## src/rtl/adc_spi_pkg.sv

```systemverilog
// Shared constants and state encoding for the ADC configuration SPI responder.
package adc_spi_pkg;

    localparam int FRAME_BITS = 24;
    localparam int CMD_BITS   = 8;
    localparam int DATA_BITS  = 16;
    localparam int ADDR_W     = 7;

    // R/W flag position within the full frame and within the command byte
    localparam int RW_BIT     = FRAME_BITS - 1;
    localparam int RW_CMD_BIT = RW_BIT - DATA_BITS;

    localparam logic [DATA_BITS-1:0] CHIP_ID_DEFAULT = 16'h0A19;

    typedef logic [2:0] state_t;

    localparam state_t ST_IDLE  = 3'd0;
    localparam state_t ST_CMD   = 3'd1;
    localparam state_t ST_WDATA = 3'd2;
    localparam state_t ST_RDATA = 3'd3;
    localparam state_t ST_TAIL  = 3'd4;

endpackage

```

## src/rtl/adc_spi_responder_sync.sv

```systemverilog
// Oversampling front end: synchroniser chains for SCLK, CSn and MOSI plus edge detection.
module spi_in_sync #(
    parameter int SYNC_STAGES = 2
) (
    input  logic clk,
    input  logic spi_clk,
    input  logic spi_cs_n,
    input  logic spi_mosi,
    output logic sclk_rise,
    output logic sclk_fall,
    output logic cs_fall,
    output logic cs_rise,
    output logic cs_n_s,
    output logic mosi_s
);

    logic [SYNC_STAGES-1:0] sclk_sync;
    logic [SYNC_STAGES-1:0] cs_sync;
    logic [SYNC_STAGES-1:0] mosi_sync;
    logic                   sclk_d;
    logic                   cs_d;

    // Deliberately not reset: a reset while CSn is held low must not fake a CSn fall.
    always_ff @(posedge clk) begin
        sclk_sync <= {sclk_sync[SYNC_STAGES-2:0], spi_clk};
        cs_sync   <= {cs_sync[SYNC_STAGES-2:0], spi_cs_n};
        mosi_sync <= {mosi_sync[SYNC_STAGES-2:0], spi_mosi};
        sclk_d    <= sclk_sync[SYNC_STAGES-1];
        cs_d      <= cs_sync[SYNC_STAGES-1];
    end

    assign sclk_rise = sclk_sync[SYNC_STAGES-1] & ~sclk_d;
    assign sclk_fall = ~sclk_sync[SYNC_STAGES-1] & sclk_d;
    assign cs_fall   = ~cs_sync[SYNC_STAGES-1] & cs_d;
    assign cs_rise   = cs_sync[SYNC_STAGES-1] & ~cs_d;
    assign cs_n_s    = cs_sync[SYNC_STAGES-1];
    assign mosi_s    = mosi_sync[SYNC_STAGES-1];

endmodule

```

## src/rtl/adc_spi_responder.sv

```systemverilog
// SPI responder that shadows the ADC configuration registers and answers reads.
module adc_spi_responder
    import adc_spi_pkg::*;
#(
    parameter int                   NUM_REGS    = 16,
    parameter logic [DATA_BITS-1:0] CHIP_ID     = CHIP_ID_DEFAULT,
    parameter int                   SYNC_STAGES = 2
) (
    input  logic                     clk,
    input  logic                     reset,
    input  logic                     spi_cs_n,
    input  logic                     spi_clk,
    input  logic                     spi_mosi,
    output logic                     spi_miso,
    output logic                     spi_miso_oe,
    output logic                     wr_strobe,
    output logic [ADDR_W-1:0]        wr_addr,
    output logic [DATA_BITS-1:0]     wr_data,
    output logic                     rd_strobe,
    output logic                     frame_err,
    output logic [NUM_REGS*16-1:0]   regs_flat
);

    logic sclk_rise;
    logic sclk_fall;
    logic cs_fall;
    logic cs_rise;
    logic cs_n_s;
    logic mosi_s;

    spi_in_sync #(
        .SYNC_STAGES(SYNC_STAGES)
    ) u_sync (
        .clk      (clk),
        .spi_clk  (spi_clk),
        .spi_cs_n (spi_cs_n),
        .spi_mosi (spi_mosi),
        .sclk_rise(sclk_rise),
        .sclk_fall(sclk_fall),
        .cs_fall  (cs_fall),
        .cs_rise  (cs_rise),
        .cs_n_s   (cs_n_s),
        .mosi_s   (mosi_s)
    );

    state_t               state;
    logic [4:0]           bit_cnt;
    logic [DATA_BITS-2:0] shift_in;
    logic [DATA_BITS-1:0] shift_out;
    logic                 miso_q;
    logic [ADDR_W-1:0]    addr;
    logic [DATA_BITS-1:0] regs [1:NUM_REGS-1];

    logic [CMD_BITS-1:0]  cmd_word;
    logic [DATA_BITS-1:0] data_word;
    logic [DATA_BITS-1:0] read_value;

    // Word views that include the bit arriving on the current SCLK rise.
    always_comb begin
        data_word  = {shift_in, mosi_s};
        cmd_word   = data_word[CMD_BITS-1:0];
        read_value = '0;
        if (cmd_word[ADDR_W-1:0] == '0) begin
            read_value = CHIP_ID;
        end
        for (int i = 1; i < NUM_REGS; i++) begin
            if (cmd_word[ADDR_W-1:0] == ADDR_W'(i)) begin
                read_value = regs[i];
            end
        end
    end

    always_ff @(posedge clk) begin
        if (reset) begin
            state     <= ST_IDLE;
            bit_cnt   <= '0;
            shift_in  <= '0;
            shift_out <= '0;
            miso_q    <= 1'b0;
            addr      <= '0;
            wr_strobe <= 1'b0;
            rd_strobe <= 1'b0;
            frame_err <= 1'b0;
            wr_addr   <= '0;
            wr_data   <= '0;
            for (int i = 1; i < NUM_REGS; i++) begin
                regs[i] <= '0;
            end
        end else begin
            wr_strobe <= 1'b0;
            rd_strobe <= 1'b0;
            frame_err <= 1'b0;
            case (state)
                ST_IDLE: begin
                    if (cs_fall) begin
                        bit_cnt  <= '0;
                        shift_in <= '0;
                        miso_q   <= 1'b0;
                        state    <= ST_CMD;
                    end
                end
                ST_CMD: begin
                    if (cs_rise) begin
                        frame_err <= 1'b1;
                        state     <= ST_IDLE;
                    end else if (sclk_rise) begin
                        shift_in <= data_word[DATA_BITS-2:0];
                        if (bit_cnt == 5'(CMD_BITS - 1)) begin
                            bit_cnt <= '0;
                            addr    <= cmd_word[ADDR_W-1:0];
                            if (cmd_word[RW_CMD_BIT]) begin
                                state <= ST_WDATA;
                            end else begin
                                shift_out <= read_value;
                                rd_strobe <= 1'b1;
                                state     <= ST_RDATA;
                            end
                        end else begin
                            bit_cnt <= bit_cnt + 5'd1;
                        end
                    end
                end
                ST_WDATA: begin
                    if (cs_rise) begin
                        frame_err <= 1'b1;
                        state     <= ST_IDLE;
                    end else if (sclk_rise) begin
                        shift_in <= data_word[DATA_BITS-2:0];
                        if (bit_cnt == 5'(DATA_BITS - 1)) begin
                            wr_strobe <= 1'b1;
                            wr_addr   <= addr;
                            wr_data   <= data_word;
                            for (int i = 1; i < NUM_REGS; i++) begin
                                if (addr == ADDR_W'(i)) begin
                                    regs[i] <= data_word;
                                end
                            end
                            state <= ST_TAIL;
                        end else begin
                            bit_cnt <= bit_cnt + 5'd1;
                        end
                    end
                end
                ST_RDATA: begin
                    // bit_cnt counts falls already driven; bit 0 stays on MISO until one more fall
                    if (cs_rise) begin
                        frame_err <= (bit_cnt < 5'(DATA_BITS));
                        state     <= ST_IDLE;
                    end else if (sclk_fall) begin
                        if (bit_cnt == 5'(DATA_BITS)) begin
                            miso_q <= 1'b0;
                            state  <= ST_TAIL;
                        end else begin
                            miso_q    <= shift_out[DATA_BITS-1];
                            shift_out <= {shift_out[DATA_BITS-2:0], 1'b0};
                            bit_cnt   <= bit_cnt + 5'd1;
                        end
                    end
                end
                ST_TAIL: begin
                    if (cs_rise) begin
                        state <= ST_IDLE;
                    end
                end
                default: state <= ST_IDLE;
            endcase
        end
    end

    assign spi_miso_oe = ~cs_n_s && ((state == ST_RDATA) || (state == ST_TAIL));
    assign spi_miso    = spi_miso_oe && (state == ST_RDATA) && miso_q;

    assign regs_flat[DATA_BITS-1:0] = CHIP_ID;
    for (genvar g = 1; g < NUM_REGS; g++) begin : g_flat
        assign regs_flat[16*g +: 16] = regs[g];
    end

endmodule
```

## config.mk

```make
export PLATFORM = sky130hd
export DESIGN_NAME = adc_spi_responder
export DESIGN_NICKNAME = d
export VERILOG_FILES = /design/src/rtl/adc_spi_pkg.sv /design/src/rtl/adc_spi_responder_sync.sv /design/src/rtl/adc_spi_responder.sv
export SDC_FILE = /design/constraint.sdc
export NUM_CORES = 1
export LEC_CHECK = 0
export ABC_CLOCK_PERIOD_IN_PS = 4400
export CAP_MARGIN = 10
export CORE_ASPECT_RATIO = 1.1
export CORE_MARGIN = 4
export CORE_UTILIZATION = 53
export CTS_BUF_LIST = sky130_fd_sc_hd__clkbuf_16
export DETAILED_ROUTE_END_ITERATION = 16
export HOLD_SLACK_MARGIN = 0.06
export PLACE_DENSITY = 0.81
export SKIP_CTS_REPAIR_TIMING = 1
export SLEW_MARGIN = 15
export SYNTH_ARGS = -nofsm -noshare
export SYNTH_HDL_FRONTEND = slang
export SYNTH_SLANG_ARGS = --single-unit
```

## constraint.sdc

```tcl
create_clock -name clk -period 4.4 [get_ports clk]
set_input_delay 0.88 -clock clk [delete_from_list [all_inputs] [get_ports clk]]
set_output_delay 0.88 -clock clk [all_outputs]
set_load 0.1 [all_outputs]
```

==> results.md <==
- In the synthesized netlist, the number of instances is 1370.
- The maximum number of pins on one net before global-route repair is 73.
- The kind of launch point of the worst setup path is a register.
- The number of different library cells used by synthesis comes to 84.
- In this design, the largest share of critical-path delay is due to simple AND/OR/NAND/NOR gates.
- For this design the top-level I/O count stands at 289.
- The clock tree from TritonCTS is yes.
- The signal on the critical path passes through ha_1, and3_1, ha_1, and4bb_2, nand3_2, buf_4, nor3b_2, nand2_1, o21ai_1, buf_4.
- The number of global-route vias before repair was 12280.
- The tool flagged a number of max-cap violations equal to 0.
- The weighted congestion at the end of routability-driven global placement is 0.9783.
- The master of the slowest instance on the critical path is o21ai_1.
- The share of synthesized area in the top cell type comes to 0.4766.
- The area growth from synthesis to layout is 26.70%.
- For this run, asynchronously set or reset flops after synthesis account for 0.
- Summed over all instances, the cell type with the most area after synthesis is edfxtp_1.
- The most used flip-flop cell after synthesis is edfxtp_1.
- The flow ran to the end, and the final reports show no timing, DRC or antenna violations.
- For this run, the register share of the synthesized area comes to 0.5839.
- The first global-routing pass estimated 78400 µm of wire.
- Dividing the detail-routed via count by the number of cells gives 6.473.
- In this run the clock root is driven by a clkbuf_16.
- The total congestion overflow after global routing is 0.
- In this run the remaining antenna-violating nets after routing total 0.
- The maximum single-stage delay on the critical path is 780 ps.
- In this run the core area contains 64 standard-cell rows.
- The arrival time reported for the critical path endpoint is 3880 ps.
- Power spread over the standard cell area amounts to 378.8 mW/mm².
- The number of endpoints with negative hold slack in the final report is 0.
- Synthesis inferred 321 register bits.
- The number of buffers on the longest clock path is 3.
- The detailed placement HPWL is 38390 µm.
- Yosys printed 0 warnings.
- The core region is 0.02795 mm².
- The overall die area is 0.03130 mm².
- The overall die width is 169.0 µm.
- The worst hold margin is 323.3 ps.
- Summing all multi-input logic gate instances after layout gives 0.005658 mm².
- The final max-slew violation count is 0.
- The slew at the pin with the worst max-slew slack is 1161 ps.
- The post-route fraction of the period consumed by the critical path is 0.8330.
- After clock tree synthesis, the clock-pin slew on the worst setup and hold paths is 60 ps.
- The first-pass iteration count of the detailed router is 6.
- Buffers inserted during clock tree synthesis total 34.
- The DRC violations left is 0.
- The starting utilization of the core area is 0.5411.
- In this run the vertical extent of the chip is 185.2 µm.
- The fraction of layout instances using a drive strength above 1 is 0.1009.
- The maximum level of the CTS H-tree is 2.
- The leakage power of the design is 6.704 nW.
- For the worst setup path, the data required time is 4620 ps.
- The net count of the finished layout is 1610.
- Once layout is complete, the utilization of the core stands at 0.6855.
- Clock latency on the worst-skew pair, taken at its later pin, is 530 ps.
- Measured against its own limit, the worst slew margin works out to 0.2246.
- The detailed router finished its first iteration with 2006 violations.
- The average instance area after synthesis is 11.04 µm².
- The aggregate negative setup slack is 0 ps.
- The shortest period the worst path allows is 3665 ps.
- The sequential cell area is 0.008837 mm².
- Based on the critical path, the design can be clocked at up to 272.8 MHz.
- The number of antenna diodes in the final layout is 0.
- The cell area after synthesis is 0.01512 mm².
- Counting both buffers and inverters, the worst setup path holds a total of 2.
- In the post-synthesis netlist, the biggest area contributors are edfxtp_1 (48%), dfxtp_1 (11%), and2_1 (7.6%).
- Of all nets on the critical path, the largest fanout is 25.
- Dividing the detail-routed wire length by the instance count gives 27.35 µm.
- The tree built by TritonCTS fans out to 321 sinks.
- The tightest min-delay check is of the register to register type.
- The worst setup path is of the register to register kind.
- During placement, the flow inserted port buffers numbering 272.
- The largest clock skew in the final design is 18.12 ps.
- The worst IR drop on VDD is 0.2391 mV.
- The initial antenna violation count was 1.
- Counting the fill cells in the layout gives 2046.
- The kind of end point of the critical path is a register.
- Across every metal layer, demand over resource in global routing totals 0.3351.
- Setup repair after global routing left no endpoint under its margin.
- The number of flops mapped to enable cells by yosys is 240.
- The final layout contains routed wiring with a total length of 54370 µm.
- The detailed-route via count is 12870.
- The number of endpoints failing setup at the final stage is 0.
worst reg2reg max path, stage by stage (launching register included):
cell	delay [ps]
dfxtp_1	370
ha_1	220
and3_1	170
ha_1	170
and4bb_2	280
nand3_2	80
buf_4	240
nor3b_2	260
nand2_1	480
o21ai_1	780
buf_4	320
power by group:
group / leakage, nW / internal (mW) / total [mW] / switching (mW)
Sequential: 3.13 / 3.33 / 3.43 / 0.0995
Clock: 0.538 / 1.56 / 2.74 / 1.18
Combinational: 3.03 / 0.218 / 1.09 / 0.872
per-stage QoR:
stage / cell area [µm²] / std cells / worst slack (ps) / power, mW
after floorplan: 15170 / 1384 / 298.0 / 4.296
after global placement: 18120 / 1929 / 950.2 / 4.560
after detailed placement: 18120 / 1929 / 826.2 / 4.568
after CTS: 19160 / 1988 / 782.7 / 7.232
after global routing: 19160 / 1988 / 522.8 / 7.386
final: 19160 / 1988 / 734.9 / 7.258
placed cells by master, fill, tap and decap left out, types with 39 or more instances in the layout:
cell type	synthesis	routed
clkdlybuf4s50_1	0	269
edfxtp_1	240	240
and2_1	183	183
nand2_1	101	101
a21oi_1	93	93
dfxtp_1	81	78
nor3_1	68	68
nor2_1	63	63
buf_4	20	57
o21ai_0	62	50
mux2i_1	39	39
per-layer routing:
layer | track usage | wire length [µm] | up-vias
li1 | - | - | 5431
met1 | 0.4305 | 18930 | 6169
met2 | 0.5417 | 25220 | 1066
met3 | 0.07791 | 7097 | 200
met4 | 0.1601 | 3117 | 2
met5 | 0 | 11 | -
Yosys cell counts, types with 12 or more instances:
library cell and instances:
a21oi_1 93, buf_2 28, nor4_1 17, buf_4 20
nor2_1 63, and2_1 183, mux2i_1 39, clkbuf_1 88
a31oi_1 14, mux2_2 23, nand2_1 101, o21ai_0 62
nand3_1 38, nor3_1 68, dfxtp_1 81, a211oi_1 12
edfxtp_1 240
logic make-up (layout without fill, tap and decap cells):
logic type	count (synthesis)	in the layout	synth area share
AOI/OAI and AO/OA	278	278	0.1186
adders and majority gates	3	3	0.002483
muxes	67	67	0.05039
other	2	16	0.0004967
and+or+nand+nor	541	541	0.1965
DFF	321	321	0.5839
buffers and inverters	157	398	0.04708
xor gates and xnor gates	1	1	0.0005793
final timing paths:
kind                                           from             endpoint  depth (start not counted)  slack [ps]
worst max-delay path                     bit_cnt[1]          regs[0][81]                         10         730
worst min-delay path            u_sync.mosi_sync[0]  u_sync.mosi_sync[1]                          0         320
worst min register to register  u_sync.mosi_sync[0]  u_sync.mosi_sync[1]                          0         320
worst max register to register           bit_cnt[1]          regs[0][81]                         10         730
registers in the layout (all words and copies together) (netlist names), 2 cells and up:
register and count:
u_sync.sclk_sync 2, shift_out 16, wr_data 16, addr 7
u_sync.cs_sync 2, shift_in 15, regs 240, wr_addr 7
bit_cnt 5, u_sync.mosi_sync 2, state 3
cell type report:
class,instances,area share
clock buffer,37,0.04833
clock inverter,22,0.005878
inverter,12,0.002351
multi-input combinational,906,0.2953
sequential,321,0.4613
tap,363,0.02371
timing repair buffer,327,0.1631
Note: power is estimated with default switching activity, not from simulation.
